--- src/rtl/multicycle_controller_if.sv ---
// Control/status bundle between the multi-cycle RV32I controller (master) and its datapath (slave).
// Memory handshake: FETCH, MEMREAD and MEMWRITE present an access and hold it every cycle until
// mem_ready is high; the access completes in that cycle. mem_ready is ignored in all other states.
interface multicycle_controller_if #(
  parameter int CNT_W = 32
);
  logic [6:0]       op;
  logic [2:0]       funct3;
  logic             zero;
  logic             neg;
  logic             mem_ready;
  logic             pc_write;
  logic             adr_src;
  logic             mem_write;
  logic             ir_write;
  logic [1:0]       result_src;
  logic [1:0]       alu_src_a;
  logic [1:0]       alu_src_b;
  logic [1:0]       alu_op;
  logic [2:0]       imm_src;
  logic             reg_write;
  logic [CNT_W-1:0] instret;
  logic             trap;

  modport master (
    input  op, funct3, zero, neg, mem_ready,
    output pc_write, adr_src, mem_write, ir_write, result_src, alu_src_a,
           alu_src_b, alu_op, imm_src, reg_write, instret, trap
  );

  modport slave (
    output op, funct3, zero, neg, mem_ready,
    input  pc_write, adr_src, mem_write, ir_write, result_src, alu_src_a,
           alu_src_b, alu_op, imm_src, reg_write, instret, trap
  );
endinterface

--- src/rtl/multicycle_controller.sv ---
// Moore FSM sequencing a shared-memory multi-cycle RV32I datapath, with retired-instruction counter.
// Define ILLEGAL_TRAP_EN to make an illegal opcode lock in a trap state until reset.
module multicycle_controller #(
  parameter int CNT_W = 32
) (
  input  logic                    clk,
  input  logic                    rst_n,
  multicycle_controller_if.master bus,
  output logic [3:0]              state_dbg
);

  typedef enum logic [3:0] {
    FETCH     = 4'd0,
    DECODE    = 4'd1,
    MEMADR    = 4'd2,
    MEMREAD   = 4'd3,
    MEMWB     = 4'd4,
    MEMWRITE  = 4'd5,
    EXECR     = 4'd6,
    EXECI     = 4'd7,
    LUI       = 4'd8,
    ALUWB     = 4'd9,
    BRANCH    = 4'd10,
    JAL       = 4'd11,
    JALR_LINK = 4'd12,
    JALR_PC   = 4'd13,
    ILLEGAL   = 4'd14
  } state_t;

  localparam logic [6:0] OP_LOAD  = 7'b0000011;
  localparam logic [6:0] OP_STORE = 7'b0100011;
  localparam logic [6:0] OP_R     = 7'b0110011;
  localparam logic [6:0] OP_I     = 7'b0010011;
  localparam logic [6:0] OP_BR    = 7'b1100011;
  localparam logic [6:0] OP_JAL   = 7'b1101111;
  localparam logic [6:0] OP_JALR  = 7'b1100111;
  localparam logic [6:0] OP_LUI   = 7'b0110111;

  state_t           state, state_n;
  logic [CNT_W-1:0] instret_q;
  logic             taken;

  logic       pc_write, adr_src, mem_write, ir_write, reg_write, trap;
  logic [1:0] result_src, alu_src_a, alu_src_b, alu_op;
  logic [2:0] imm_src;

  always_ff @(posedge clk or negedge rst_n) begin
    if (!rst_n) begin
      state <= FETCH;
    end else begin
      state <= state_n;
    end
  end

  // A retire is any return to FETCH; ILLEGAL's NOP pass-through does not count.
  always_ff @(posedge clk or negedge rst_n) begin
    if (!rst_n) begin
      instret_q <= '0;
    end else if (state != FETCH && state != ILLEGAL && state_n == FETCH) begin
      instret_q <= instret_q + 1'b1;
    end
  end

  always_comb begin
    taken = 1'b0;
    case (bus.funct3)
      3'b000:  taken = bus.zero;
      3'b001:  taken = !bus.zero;
      3'b100:  taken = bus.neg;
      3'b101:  taken = !bus.neg;
      default: taken = 1'b0;
    endcase
  end

  always_comb begin
    imm_src = 3'b000;
    case (bus.op)
      OP_STORE: imm_src = 3'b001;
      OP_BR:    imm_src = 3'b010;
      OP_LUI:   imm_src = 3'b011;
      OP_JAL:   imm_src = 3'b100;
      default:  imm_src = 3'b000;
    endcase
  end

  always_comb begin
    state_n    = state;
    pc_write   = 1'b0;
    adr_src    = 1'b0;
    mem_write  = 1'b0;
    ir_write   = 1'b0;
    result_src = 2'b00;
    alu_src_a  = 2'b00;
    alu_src_b  = 2'b00;
    alu_op     = 2'b00;
    reg_write  = 1'b0;
    trap       = 1'b0;
    case (state)
      FETCH: begin
        alu_src_b  = 2'b10;
        result_src = 2'b10;
        ir_write   = bus.mem_ready;
        pc_write   = bus.mem_ready;
        if (bus.mem_ready) state_n = DECODE;
      end
      DECODE: begin
        alu_src_a = 2'b01;
        alu_src_b = 2'b01;
        case (bus.op)
          OP_LOAD, OP_STORE: state_n = MEMADR;
          OP_R:              state_n = EXECR;
          OP_I:              state_n = EXECI;
          OP_BR:             state_n = BRANCH;
          OP_JAL:            state_n = JAL;
          OP_JALR:           state_n = JALR_LINK;
          OP_LUI:            state_n = LUI;
          default:           state_n = ILLEGAL;
        endcase
      end
      MEMADR: begin
        alu_src_a = 2'b10;
        alu_src_b = 2'b01;
        state_n   = (bus.op == OP_LOAD) ? MEMREAD : MEMWRITE;
      end
      MEMREAD: begin
        adr_src = 1'b1;
        if (bus.mem_ready) state_n = MEMWB;
      end
      MEMWB: begin
        result_src = 2'b01;
        reg_write  = 1'b1;
        state_n    = FETCH;
      end
      MEMWRITE: begin
        adr_src   = 1'b1;
        mem_write = 1'b1;
        if (bus.mem_ready) state_n = FETCH;
      end
      EXECR: begin
        alu_src_a = 2'b10;
        alu_op    = 2'b10;
        state_n   = ALUWB;
      end
      EXECI: begin
        alu_src_a = 2'b10;
        alu_src_b = 2'b01;
        alu_op    = 2'b10;
        state_n   = ALUWB;
      end
      LUI: begin
        alu_src_a = 2'b11;
        alu_src_b = 2'b01;
        state_n   = ALUWB;
      end
      ALUWB: begin
        reg_write = 1'b1;
        state_n   = FETCH;
      end
      BRANCH: begin
        alu_src_a = 2'b10;
        alu_op    = 2'b01;
        pc_write  = taken;
        state_n   = FETCH;
      end
      JAL: begin
        alu_src_a = 2'b01;
        alu_src_b = 2'b10;
        pc_write  = 1'b1;
        state_n   = ALUWB;
      end
      // Link is written before the PC update; rs1 is already safe in A, so rd == rs1 works.
      JALR_LINK: begin
        alu_src_a  = 2'b01;
        alu_src_b  = 2'b10;
        result_src = 2'b10;
        reg_write  = 1'b1;
        state_n    = JALR_PC;
      end
      JALR_PC: begin
        alu_src_a  = 2'b10;
        alu_src_b  = 2'b01;
        result_src = 2'b10;
        pc_write   = 1'b1;
        state_n    = FETCH;
      end
      ILLEGAL: begin
`ifdef ILLEGAL_TRAP_EN
        trap    = 1'b1;
        state_n = ILLEGAL;
`else
        state_n = FETCH;
`endif
      end
      default: state_n = FETCH;
    endcase
  end

  assign bus.pc_write   = pc_write;
  assign bus.adr_src    = adr_src;
  assign bus.mem_write  = mem_write;
  assign bus.ir_write   = ir_write;
  assign bus.result_src = result_src;
  assign bus.alu_src_a  = alu_src_a;
  assign bus.alu_src_b  = alu_src_b;
  assign bus.alu_op     = alu_op;
  assign bus.imm_src    = imm_src;
  assign bus.reg_write  = reg_write;
  assign bus.instret    = instret_q;
  assign bus.trap       = trap;
  assign state_dbg      = state;

endmodule

--- src/flat_wrapper.sv ---
// flat-port wrapper written by rule: the top's interface ports become plain ports
module multicycle_controller_flat 
#(
  parameter int CNT_W = 32
)
  (clk, rst_n, state_dbg, bus_op, bus_funct3, bus_zero, bus_neg, bus_mem_ready, bus_pc_write, bus_adr_src, bus_mem_write, bus_ir_write, bus_result_src, bus_alu_src_a, bus_alu_src_b, bus_alu_op, bus_imm_src, bus_reg_write, bus_instret, bus_trap);
  multicycle_controller_if #(.CNT_W(CNT_W)) bus_i ();
  input  logic clk;
  input  logic rst_n;
  output logic [3:0] state_dbg;
  input wire logic [$bits(bus_i.op)-1:0] bus_op;
  input wire logic [$bits(bus_i.funct3)-1:0] bus_funct3;
  input wire logic [$bits(bus_i.zero)-1:0] bus_zero;
  input wire logic [$bits(bus_i.neg)-1:0] bus_neg;
  input wire logic [$bits(bus_i.mem_ready)-1:0] bus_mem_ready;
  output wire logic [$bits(bus_i.pc_write)-1:0] bus_pc_write;
  output wire logic [$bits(bus_i.adr_src)-1:0] bus_adr_src;
  output wire logic [$bits(bus_i.mem_write)-1:0] bus_mem_write;
  output wire logic [$bits(bus_i.ir_write)-1:0] bus_ir_write;
  output wire logic [$bits(bus_i.result_src)-1:0] bus_result_src;
  output wire logic [$bits(bus_i.alu_src_a)-1:0] bus_alu_src_a;
  output wire logic [$bits(bus_i.alu_src_b)-1:0] bus_alu_src_b;
  output wire logic [$bits(bus_i.alu_op)-1:0] bus_alu_op;
  output wire logic [$bits(bus_i.imm_src)-1:0] bus_imm_src;
  output wire logic [$bits(bus_i.reg_write)-1:0] bus_reg_write;
  output wire logic [$bits(bus_i.instret)-1:0] bus_instret;
  output wire logic [$bits(bus_i.trap)-1:0] bus_trap;
  assign bus_i.op = bus_op;
  assign bus_i.funct3 = bus_funct3;
  assign bus_i.zero = bus_zero;
  assign bus_i.neg = bus_neg;
  assign bus_i.mem_ready = bus_mem_ready;
  assign bus_pc_write = bus_i.pc_write;
  assign bus_adr_src = bus_i.adr_src;
  assign bus_mem_write = bus_i.mem_write;
  assign bus_ir_write = bus_i.ir_write;
  assign bus_result_src = bus_i.result_src;
  assign bus_alu_src_a = bus_i.alu_src_a;
  assign bus_alu_src_b = bus_i.alu_src_b;
  assign bus_alu_op = bus_i.alu_op;
  assign bus_imm_src = bus_i.imm_src;
  assign bus_reg_write = bus_i.reg_write;
  assign bus_instret = bus_i.instret;
  assign bus_trap = bus_i.trap;
  multicycle_controller #(.CNT_W(CNT_W)) u_core (.clk(clk), .rst_n(rst_n), .bus(bus_i), .state_dbg(state_dbg));
endmodule
--- config.mk ---
export PLATFORM = sky130hd
export DESIGN_NAME = multicycle_controller_flat
export DESIGN_NICKNAME = d
export VERILOG_FILES = /design/src/rtl/multicycle_controller_if.sv /design/src/rtl/multicycle_controller.sv /design/src/flat_wrapper.sv
export SDC_FILE = /design/constraint.sdc
export NUM_CORES = 1
export LEC_CHECK = 0
export ABC_AREA = 1
export CAP_MARGIN = 25
export CORE_UTILIZATION = 50
export DETAILED_ROUTE_END_ITERATION = 6
export MAX_ROUTING_LAYER = met4
export PLACE_DENSITY = 0.8
export SYNTH_ARGS = -nofsm -noshare
export SYNTH_HDL_FRONTEND = slang
export SYNTH_SLANG_ARGS = --single-unit
--- constraint.sdc ---
create_clock -name clk -period 2 [get_ports clk]
set_input_delay 0.4 -clock clk [delete_from_list [all_inputs] [get_ports clk]]
set_output_delay 0.4 -clock clk [all_outputs]
set_load 0.02 [all_outputs]
### Word level (Yosys, flattened, before mapping)

Cells that the tools add are included.

* $add $sub $neg: 1
* equal/unequal tests: 25
* mux-type cells: 17
* reduce and logical (&&, ||, !) cells: 19

Operators with widths (count)
* 4-bit case mux with 7 select lines: 2
* 32-bit by 1-bit adder with 32-bit output, second input constant: 1
* 4-bit equality test, second input constant: 6
* 7-bit by 6-bit equality test with 1-bit output, second input constant: 3
* 7-bit equality test, second input constant: 3
* 4-bit by 3-bit equality test with 1-bit output, second input constant: 4
* 4-bit 2-to-1 mux: 3
* 2-bit case mux with 2 select lines: 3
* 3-bit case mux with 4 select lines: 1
* 3-bit OR reduction: 4
* 5-bit OR reduction: 2
* 4-bit by 2-bit equality test with 1-bit output, second input constant: 2
* 4-bit zero test: 2
* 2-bit OR reduction: 4
* 7-bit by 2-bit equality test with 1-bit output, second input constant: 1
* 7-bit by 5-bit equality test with 1-bit output, second input constant: 1
* 3-bit equality test, second input constant: 2
* 2-bit case mux with 3 select lines: 1
* 4-bit by 1-bit equality test with 1-bit output, second input constant: 1
* 1-bit 2-to-1 mux: 4
* 4-bit inequality test, second input constant: 1
* 1-bit case mux with 4 select lines: 1
* 4-bit nonzero test: 1
* 4-bit OR reduction: 1
* other kinds (6): 8

* output and inout bits: 53
* register bits: 36
* bits of input ports: 15
* word-level logic and storage cells: 64

### Depth between registers and ports, before layout

* word-level depth: 6
* mapped depth: 14

### Worst setup path after synthesis

No wires, ideal clock.

* path type: reg2reg
* from: reg u_core.instret_q[0], in the netlist u_core.bus.instret[0]
* to: reg u_core.instret_q[30], in the netlist u_core.bus.instret[30]
* path slack: 0.120 ns
* period minus slack after synthesis: 1.880 ns
* setup time: 0.117 ns
* stages on the path, launching flop included: 12
* arrival: 1.762 ns
* path through: dfrtp_1 ha_1 buf_2 nand3_1 clkinv_1 nand2_1 nor2_1 nand4_1 nor3_1 nand3_1 nand2_1 nand2_1

* word-level cells in the longest chain between the ends: 1

Ends and longest elaborated chain
* start, declared: RTL line multicycle_controller.sv:40 `logic [CNT_W-1:0] instret_q;`
* start signal, assigned: RTL line multicycle_controller.sv:60 `instret_q <= instret_q + 1'b1;`
* 32-bit by 1-bit adder with 32-bit output: RTL line multicycle_controller.sv:60

No other way between the ends.
A chain may end at the register's enable or synchronous reset.

### Worst setup path after layout

* from: reg u_core.state[0], in the netlist u_core.state_dbg[0]
* to: out bus_alu_src_b[0]

* word-level cells in the longest chain between the ends: 3
* elaborated cells on any way between the ends: 11

Ends and longest elaborated chain
* start, declared: RTL line multicycle_controller.sv:39 `state_t state, state_n;`
* start signal, assigned: RTL line multicycle_controller.sv:51 `state <= state_n;`
* 4-bit equality test (tied with other cells): RTL line multicycle_controller.sv:98 `case (state)`
* 5-bit OR reduction (no source line) or 3-bit OR reduction (tied branches)
* 2-bit case mux with 2 select lines *: RTL line multicycle_controller.sv:98
* end, declared: RTL line flat_wrapper.sv:22 `output wire logic [$bits(bus_i.alu_src_b)-1:0] bus_alu_src_b;`

Every way passes the cells marked *; elsewhere a longest branch is shown, timed or not.

==> impl_metrics.json <==
{
  "slew_viol_final": 0,
  "gp_congestion": 0.936,
  "crit_top_cell": "inv_2",
  "violations": "setup timing",
  "synth_top_area_frac": 0.318,
  "htree_num_levels": 2,
  "start_util": 0.517,
  "crit_family": "flip-flops",
  "async_flop_share": 1.00,
  "die_h_um": 77.2,
  "r2r_cells": 14,
  "synth.distinct_cells": 36,
  "cts.sinks": 36,
  "cp.required_ns": 1.60,
  "overflow": 0,
  "path_class": "reg -> out",
  "clk_pin_slew_worst_paths_ns": 0.07,
  "pre_cts_slack_ns": -0.406,
  "synthToLayoutAreaGrowth_pct": 50.9,
  "pin_count": 68,
  "drive_gt1_frac": 0.281,
  "ant_nets": 0,
  "synth_edf_count": 0,
  "dp_hpwl_um": 5960,
  "synth_top_area_cell": "dfrtp_1",
  "num_rows": 27,
  "drc": 0,
  "synth_warnings": 0,
  "grt_usage": 0.299,
  "worstPathArrival_ns": 1.63,
  "status": "complete, but fails checks",
  "synth_fp_nets": 443,
  "fin_ws_ns": -0.0330,
  "totalWireLength_um": 9500,
  "slowest_stage": "dfrtp_2",
  "crit_fanout": 5,
  "worstSetupEndpoint": "bus_alu_src_b[0]",
  "hold_class": "reg -> reg",
  "clock-root-buffer": "clkbuf_8",
  "cts_tree": "done",
  "ir_drop_uv": 972,
  "clock_skew_ns": 0.00518,
  "final_nets": 556,
  "critPathBufInv": 3,
  "drtIter0Drc": 376,
  "yosysMostFrequentCell": "nand2_1",
  "path_depth": 7,
  "n_antenna_cell": 0,
  "clockBufferDepth": 2,
  "post-route-period-util": 1.02,
  "syn_inst": 427,
  "core_sq_mm": 0.00547,
  "syn-cell-area_sq_mm": 0.00283,
  "finalHoldViolations": 0,
  "via_per_inst": 5.67,
  "relSlewSlack": 0.629,
  "num-fill-cells": 413,
  "port_buffers": 66,
  "first_pass_iters": 5,
  "die_x_um": 77.2,
  "grt_max_degree": 37,
  "vias": 3470,
  "startpoint_type": "flop",
  "max_freq_mhz": 492,
  "tightest_slew_ns": 0.553,
  "synth_area_leaders": "dfrtp_1, nand2_1, nand3_1",
  "power.density_mw_per_mm2": 1260,
  "cp_slowest_stage_delay_ns": 0.45,
  "drv_cap": 0,
  "crit_start": "u_core.state_dbg[0]",
  "r2r_end": "u_core.bus.instret[3]",
  "cp_cell_sequence": "inv_2 -> nor2_2 -> nand2_1 -> inv_2 -> a31oi_1 -> nand3_1 -> clkdlybuf4s15_2",
  "setup_violations": 1,
  "grt_setup_unrepaired": "yes",
  "numCtsBuffers": 5,
  "grt_pass1_vias": 2996,
  "die-area_sq_mm": 0.00597,
  "final_core_util": 0.781,
  "seq_area_frac_synth": 0.318,
  "grt_pass1_wl_um": 13700,
  "wl_per_cell_um": 15.5,
  "clk_latency_ns": 0.30,
  "synthFlopType": "dfrtp_1",
  "reg2reg_slack_ns": 0.02,
  "ys_ff_latch": 36,
  "antenna_found_initial": 0,
  "leakage_nw": 2.03,
  "cp-end-kind": "output pin",
  "period_minus_slack_ns": 2.03,
  "ys_top_cells_by_count": "nand2_1, nand3_1, inv_1",
  "worstReg2RegStart": "u_core.state_dbg[2]",
  "avgSynthCellArea_sq_um": 6.63
}
cell type report:
| type | instances | area [sq um] | share of cell area |
|---|---|---|---|
| clock buffer | 6 | 72.6 | 0.0170 |
| clock inverter | 1 | 5.00 | 0.00117 |
| timing repair buffer | 113 | 1070 | 0.250 |
| sequential | 36 | 907 | 0.212 |
| tap | 72 | 90.1 | 0.0211 |
| multi-input combinational | 330 | 1930 | 0.451 |
| inverter | 54 | 203 | 0.0475 |
kinds of logic (layout without fill, tap and decap cells):
kind of cell / count (synthesis) / after routing / share of synthesized area
AND/OR/NAND/NOR: 291 / 294 / 0.475
buffers and inverters: 64 / 174 / 0.103
flip-flops: 36 / 36 / 0.318
XOR/XNOR: 20 / 20 / 0.0619
AO/OA/AOI/OAI: 13 / 13 / 0.0323
adder cells (fa/ha/maj): 1 / 1 / 0.00442
other: 1 / 1 / 0.00132
multiplexers: 1 / 1 / 0.00354
where the power goes:
group / total [W] / internal (W) / switching, W
Combinational: 0.00397 / 0.00167 / 0.00230
Clock: 0.000502 / 0.000237 / 0.000265
Sequential: 0.000914 / 0.000804 / 0.000111
worst min-delay path by stage:
stage | from | end | slack (ns) | cells past startpoint
CTS | u_core.bus.instret[26] | u_core.bus.instret[26] | 0.51 | 2
detailed placement | u_core.bus.instret[26] | u_core.bus.instret[26] | 0.49 | 2
global placement | u_core.bus.instret[26] | u_core.bus.instret[26] | 0.48 | 2
finish | u_core.bus.instret[26] | u_core.bus.instret[26] | 0.51 | 2
global route | u_core.bus.instret[26] | u_core.bus.instret[26] | 0.55 | 2
floorplan | rst_n | u_core.bus.instret[0] | 0.10 | 0
worst reg2reg max path, cell delays in order (launching register included):
cell     delay [ns]
dfrtp_2        0.46
nand2_4        0.11
inv_2          0.05
nand2_2        0.07
o21ai_2        0.06
buf_4          0.14
nor2_4         0.16
nand2_2        0.09
nor2_4         0.10
nand3_2        0.10
nor2_4         0.16
buf_6          0.14
buf_8          0.13
nand3_2        0.08
nand2_1        0.08
flip-flops by register name (all words and copies together) (netlist names):
name,cells
u_core.bus.instret,32
u_core.state_dbg,4
cells in the final DEF (no fill, tap or decap), drive strengths merged, types with 6 or more instances in the layout:
master / netlist / final
o21ai: 6 / 6
nand4: 14 / 14
clkdlybuf4s15: 0 / 8
dfrtp: 36 / 36
buf: 10 / 48
clkdlybuf4s50: 0 / 43
xor2: 9 / 9
inv: 52 / 52
clkbuf: 0 / 10
nor2: 47 / 47
dlygate4sd2: 0 / 7
nand2: 145 / 145
nand3: 61 / 64
xnor2: 11 / 11
nor3: 20 / 20
layer usage:
metal	global-route usage	routed length, um	up-vias
met2	0.468	4500	203
met4	0.0906	322	0
li1	-	-	1598
met3	0.0762	955	49
met5	-	0	-
met1	0.380	3720	1620
per-stage QoR:
stage / cell area, sq um / hold slack, ns / std cells / total power [W] / setup TNS (ns)
floorplan: 2830 / 0.104 / 427 / 0.00267 / 0
global placement: 3710 / 0.483 / 582 / 0.00356 / -10.99
detailed placement: 3710 / 0.494 / 582 / 0.00360 / -12.93
CTS: 3890 / 0.511 / 595 / 0.00445 / 0
global route: 4270 / 0.551 / 612 / 0.00561 / -1.68
finish: 4270 / 0.513 / 612 / 0.00539 / -0.0330
timing repair:
action | 4_1_cts | 5_1_grt
gates resized for setup | 55 | 83
gates cloned | 2 | 5
endpoints found under the setup margin | 43 | 45
setup buffers | 4 | 15
pin swaps | 5 | 30
hold buffers | 0 | 0
Note: power is estimated with default switching activity, not from simulation.
